[src/rtl/return_address_stack.sv]
// Return address stack for the fetch-stage predictor: circular storage of link
// addresses, pushed on resolved calls and popped on resolved returns in execute.
package ras_pkg;
  typedef enum logic [1:0] {
    CFLOW_NONE   = 2'd0,
    CFLOW_BRANCH = 2'd1,
    CFLOW_JAL    = 2'd2,
    CFLOW_JALR   = 2'd3
  } cflow_mode_t;

  typedef enum logic [1:0] {
    CFHINT_NONE = 2'd0,
    CFHINT_CALL = 2'd1,
    CFHINT_RET  = 2'd2
  } cflow_hint_t;
endpackage

module return_address_stack
  import ras_pkg::*;
#(
  parameter  int RAS_DEPTH = 8,
  localparam int PTR_W     = $clog2(RAS_DEPTH)
) (
  input  logic              clk,
  input  logic              reset,
  input  logic              update_en,
  input  cflow_mode_t       cflow_mode,
  input  cflow_hint_t       cflow_hint,
  input  logic [31:0]       pc_e,
  input  logic              ras_clear,
  output logic              ras_empty,
  output logic              ras_full,
  output logic [PTR_W:0]    ras_count,
  output logic [31:0]       ras_pop_addr
);

  localparam logic [PTR_W:0]   COUNT_MAX = (PTR_W+1)'(RAS_DEPTH);
  localparam logic [PTR_W:0]   COUNT_ONE = (PTR_W+1)'(1);
  localparam logic [PTR_W-1:0] PTR_ONE   = PTR_W'(1);

  logic [31:0]      mem [RAS_DEPTH];
  logic [PTR_W-1:0] tos_r;
  logic [PTR_W:0]   count_r;
  logic [PTR_W-1:0] tos_nxt_s;
  logic [PTR_W:0]   count_nxt_s;
  logic             push_s;
  logic             pop_s;
  logic             mem_we_s;

  // Decode call/return from the resolved control-flow class and hint.
  always_comb begin
    push_s = update_en
           && ((cflow_mode == CFLOW_JAL) || (cflow_mode == CFLOW_JALR))
           && (cflow_hint == CFHINT_CALL);
    pop_s  = update_en && (cflow_mode == CFLOW_JALR) && (cflow_hint == CFHINT_RET);
    mem_we_s = push_s && !ras_clear;
  end

  // Next-state pointer/occupancy with clear > push > pop priority.
  always_comb begin
    tos_nxt_s   = tos_r;
    count_nxt_s = count_r;
    if (ras_clear) begin
      count_nxt_s = '0;
    end else if (push_s) begin
      // A push while full recycles the oldest slot, so occupancy saturates.
      tos_nxt_s = tos_r + PTR_ONE;
      if (count_r == COUNT_MAX) begin
        count_nxt_s = count_r;
      end else begin
        count_nxt_s = count_r + COUNT_ONE;
      end
    end else if (pop_s) begin
      if (count_r != '0) begin
        tos_nxt_s   = tos_r - PTR_ONE;
        count_nxt_s = count_r - COUNT_ONE;
      end else begin
        count_nxt_s = count_r;
      end
    end else begin
      tos_nxt_s   = tos_r;
      count_nxt_s = count_r;
    end
  end

  // Pointer and occupancy registers.
  always_ff @(posedge clk or posedge reset) begin
    if (reset) begin
      tos_r   <= '0;
      count_r <= '0;
    end else begin
      tos_r   <= tos_nxt_s;
      count_r <= count_nxt_s;
    end
  end

  // Entry storage; contents are never reset, empty masking hides stale data.
  always_ff @(posedge clk) begin
    if (mem_we_s && !reset) begin
      mem[tos_r + PTR_ONE] <= pc_e + 32'd4;
    end
  end

  // Status and top-of-stack outputs derived from state.
  always_comb begin
    ras_empty = (count_r == '0);
    ras_full  = (count_r == COUNT_MAX);
    ras_count = count_r;
    if (ras_empty) begin
      ras_pop_addr = 32'h0;
    end else begin
      ras_pop_addr = mem[tos_r];
    end
  end

endmodule
[config.mk]
export PLATFORM = sky130hd
export DESIGN_NAME = return_address_stack
export DESIGN_NICKNAME = d
export VERILOG_FILES = /design/src/rtl/return_address_stack.sv
export SDC_FILE = /design/constraint.sdc
export NUM_CORES = 1
export LEC_CHECK = 0
export ABC_AREA = 0
export CAP_MARGIN = 20
export CORE_MARGIN = 2
export CORE_UTILIZATION = 40
export DETAILED_ROUTE_END_ITERATION = 6
export GPL_ROUTABILITY_DRIVEN = 0
export GPL_TIMING_DRIVEN = 0
export PLACE_DENSITY_LB_ADDON = 0.15
export SLEW_MARGIN = 15
export SYNTH_ARGS = -nofsm -noshare
export SYNTH_HDL_FRONTEND = slang
export SYNTH_SLANG_ARGS = --single-unit
[constraint.sdc]
create_clock -name clk -period 4.95 [get_ports clk]
set_clock_uncertainty 0.05 [all_clocks]
set_input_delay 0.7425 -clock clk [delete_from_list [all_inputs] [get_ports clk]]
set_output_delay 0.7425 -clock clk [all_outputs]
set_load 0.01 [all_outputs]
==> metrics.txt <==
# TYPE chip_impl_metric gauge
chip_impl_metric{name="nNetsFinal",unit=""} 719
chip_impl_metric{name="floorplan.core_area",unit="sq mm"} 0.02680
chip_impl_metric{name="antennaDiodeCount",unit=""} 0
chip_impl_metric{name="standard_cell_row_count",unit=""} 60
chip_impl_metric{name="detailedRoute.firstPassIterationCount",unit=""} 4
chip_impl_metric{name="cp_max_fo",unit=""} 10
chip_impl_metric{name="drive_above_1_share",unit="%"} 22.14
chip_impl_metric{name="fin_tns_setup",unit="ns"} 0
chip_impl_metric{name="cts_sinks",unit=""} 263
chip_impl_metric{name="gr-total-overflow",unit=""} 0
chip_impl_metric{name="boundaryPins",unit=""} 78
chip_impl_metric{name="finalCriticalPeriod",unit="ns"} 3.849
chip_impl_metric{name="clock_input_transition_at_the_sequential_cells_of_the_worst_setup_and_hold_paths",unit="ns"} 0.06
chip_impl_metric{name="setup.reg_to_reg.worst_slack",unit="ns"} 1.37
chip_impl_metric{name="finalSetupViolations",unit=""} 0
chip_impl_metric{name="post_drt_antenna_nets",unit=""} 0
chip_impl_metric{name="relSlewSlack",unit="%"} 41.27
chip_impl_metric{name="start_util",unit="%"} 40.53
chip_impl_metric{name="cell_area_after_technology_mapping",unit="sq mm"} 0.01086
chip_impl_metric{name="post_dp_cell_area",unit="sq mm"} 0.01240
chip_impl_metric{name="layout.area.seq",unit="sq mm"} 0.007863
chip_impl_metric{name="power_density",unit="mW/mm^2"} 446.5
chip_impl_info{name="end_kind",value="output port"} 1
chip_impl_metric{name="synth_edf_count",unit=""} 256
chip_impl_info{name="outcome",value="finished, final reports clean"} 1
chip_impl_metric{name="synth_nets",unit=""} 591
chip_impl_metric{name="multiInputGateArea",unit="sq mm"} 0.002900
chip_impl_metric{name="place.port_buffers",unit=""} 76
chip_impl_metric{name="yosysSeqAreaShare",unit="%"} 72.39
chip_impl_info{name="r2r_start",value="tos_r[1]$_DFFE_PP0P_"} 1
chip_impl_metric{name="synth_area_per_cell",unit="sq um"} 19.89
chip_impl_metric{name="worst-slew-pin-transition",unit="ns"} 0.8745
chip_impl_metric{name="synth-seq-cells",unit=""} 263
chip_impl_info{name="hp-class",value="in -> async"} 1
chip_impl_metric{name="worst_ir_drop_vdd",unit="uV"} 246.8
chip_impl_info{name="cts_tree",value="yes"} 1
chip_impl_metric{name="worstRegToRegCells",unit=""} 8
chip_impl_metric{name="clk-insertion-delay-late",unit="ns"} 0.52
chip_impl_info{name="ys.flop_type",value="sky130_fd_sc_hd__edfxtp_1"} 1
chip_impl_metric{name="via_count_of_the_first_global_routing_pass",unit=""} 5824
chip_impl_metric{name="cellLeakagePower",unit="nW"} 4.201
chip_impl_metric{name="critPathRequiredTime",unit="ns"} 4.16
chip_impl_metric{name="htreeDepth",unit=""} 1
chip_impl_info{name="grt_setup_unrepaired",value="false"} 1
chip_impl_metric{name="cts-resized-gates",unit=""} 0
chip_impl_metric{name="finalHoldViolations",unit=""} 0
chip_impl_metric{name="area_delta_synth_final",unit="%"} 21.06
chip_impl_metric{name="yosysWarnings",unit=""} 0
chip_impl_metric{name="final_min_period_over_clock_period",unit="%"} 77.76
chip_impl_metric{name="drt-vias-per-instance",unit=""} 5.326
chip_impl_metric{name="post-cts-setup-buffers",unit=""} 0
chip_impl_metric{name="final.fill_count",unit=""} 2221
chip_impl_metric{name="non_filler_cell_area_final",unit="sq mm"} 0.01315
chip_impl_info{name="critical_path_class",value="reg -> out"} 1
chip_impl_metric{name="design_power_total",unit="mW"} 5.871
chip_impl_metric{name="ys_async_sr_fraction",unit="%"} 2.662
chip_impl_metric{name="arrival",unit="ns"} 3.06
chip_impl_metric{name="fp.dieW",unit="um"} 168.8
chip_impl_metric{name="final_max_slew_viol_count",unit=""} 0
chip_impl_info{name="reg2reg_to",value="mem[3][12]$_DFFE_PP_"} 1
chip_impl_metric{name="dp.final_hpwl",unit="mm"} 15.70
chip_impl_metric{name="globalRouteTotalUtil",unit="%"} 16.95
chip_impl_metric{name="grt_pass1_wl",unit="mm"} 35.67
chip_impl_metric{name="detailedRoute.firstIterationViolations",unit=""} 380
chip_impl_metric{name="number_of_max_cap_violations",unit=""} 0
chip_impl_metric{name="syn-instance-count",unit=""} 546
chip_impl_info{name="cts.root.buffer_cell",value="sky130_fd_sc_hd__clkbuf_16"} 1
chip_impl_metric{name="drc",unit=""} 0
chip_impl_metric{name="via_count",unit=""} 5496
chip_impl_metric{name="chipHeight",unit="um"} 168.8
chip_impl_metric{name="routed_wl",unit="mm"} 23.38
chip_impl_metric{name="post_synth_num_cell_types",unit=""} 41
chip_impl_metric{name="numCtsBuffers",unit=""} 26
chip_impl_metric{name="cts_hold_buf",unit=""} 0
chip_impl_metric{name="detail_route.wl_per_cell",unit="um"} 22.65
chip_impl_metric{name="antenna_violations_before_repair",unit=""} 0
chip_impl_metric{name="grt_max_degree",unit=""} 19
chip_impl_metric{name="achievable-frequency",unit="GHz"} 0.2598
chip_impl_info{name="cp-start-kind",value="flip-flop"} 1
chip_impl_metric{name="design.die.area",unit="sq mm"} 0.02849
chip_impl_metric{name="clock_tree.buffer_depth",unit=""} 3
## per-stage QoR
| stage | hold WS (ns) | worst slack, ns | instances | util (%) |
|---|---|---|---|---|
| after global placement | 0.6150 | -2.435 | 963 | 44.96 |
| after global routing | 0.4824 | 0.8775 | 1032 | 49.06 |
| after CTS | 0.4705 | 0.9949 | 1032 | 49.06 |
| final | 0.4854 | 1.101 | 1032 | 49.06 |
| after detailed placement | 0.6281 | 1.299 | 987 | 46.26 |
| after floorplan | 0.4959 | 0.6808 | 546 | - |
## cells by family after synthesis
group,Yosys count,synth area share [%]
AND/OR/NAND/NOR,103,5.391
AO/OA/AOI/OAI,9,0.8524
flip-flops,263,72.39
adder cells (fa/ha/maj),5,0.5760
XOR/XNOR,35,2.822
buffers and inverters,31,1.371
multiplexers,100,16.60
## worst max-delay path by stage
stage	slack [ns]	cells past startpoint	endpoint	startpoint
after floorplan	0.68	3	mem[1][0]$_DFFE_PP_	ras_clear
after global routing	0.88	5	ras_pop_addr[22]	ras_count[1]$_DFFE_PP0P_
after detailed placement	1.30	5	mem[0][29]$_DFFE_PP_	pc_e[8]
final	1.10	5	ras_pop_addr[22]	ras_count[1]$_DFFE_PP0P_
after CTS	0.99	5	ras_pop_addr[22]	ras_count[1]$_DFFE_PP0P_
after global placement	-2.44	4	mem[1][18]$_DFFE_PP_	cflow_hint[0]
## layout make-up
type / instances / share of cell area [%]
multi-input cells: 252 / 22.06
flip-flops and latches: 263 / 59.80
repair buffers: 100 / 8.050
clock inverters: 11 / 0.3806
clock buffers: 34 / 5.338
inverters: 6 / 0.1713
well taps: 341 / 3.245
plain buffers: 25 / 0.9611
## where the power goes
part	leakage (nW)	switching (mW)	internal, mW
clock	0.368	0.773	0.989
combinational	1.44	0.825	0.790
sequential	2.39	0.0155	2.48
total	4.20	1.61	4.26
## state kept, by name, summed over array words and instances, names as in the netlist
signal     count
tos_r          3
ras_count      4
mem          256
## metal layers
layer  routed length, um  track usage, %  up-vias
met5                   0               0        -
met4                 331           3.823        0
met3                 991           2.525       30
met2               11460           27.80      125
met1               10590           24.24     2874
li1                    -               -     2467
## synthesized netlist by cell type, drive strengths merged (2+ instances only)
cell,number,share of area [%]
a21oi,2,0.13
mux2i,35,3.2
edfxtp,256,71
nand2,12,0.41
xnor2,27,2.2
xor2,8,0.65
nor4,4,0.78
ha,5,0.58
or4,2,0.17
nor3,4,0.18
nand3,17,0.78
mux4,64,13
dfrtp,7,1.6
and4,2,0.17
inv,6,0.21
nor2,43,1.5
buf,15,0.82
clkbuf,10,0.35
and3,4,0.23
nand4,10,0.71
## cells in the final DEF (no fill, tap or decap), drive strengths merged
cell,n
xor2,8
mux2i,35
edfxtp,256
a211o,1
o32ai,1
a311o,1
and4,2
mux4,64
and2,1
buf,39
nand3,17
inv,6
nor2b,1
nor3,4
nand2,12
or4,2
clkdlybuf4s50,76
nor4,4
dfrtp,7
ha,5
nand4,10
or3,1
o21a,1
mux2,1
clkbuf,44
and3,4
xnor2,27
a211oi,1
nor2,43
clkinv,11
o21ai,1
a21oi,2
o211ai,1
nand4b,1
nor4b,1
## critical path, cell delays in order (launching register included)
cell and delay, ns:
sky130_fd_sc_hd__dfrtp_1 0.38, sky130_fd_sc_hd__buf_2 0.19, sky130_fd_sc_hd__nor4_4 0.66, sky130_fd_sc_hd__clkbuf_1 0.60, sky130_fd_sc_hd__nor2_1 0.18, sky130_fd_sc_hd__clkdlybuf4s50_1 0.53
(Power assumes the default switching activity.)
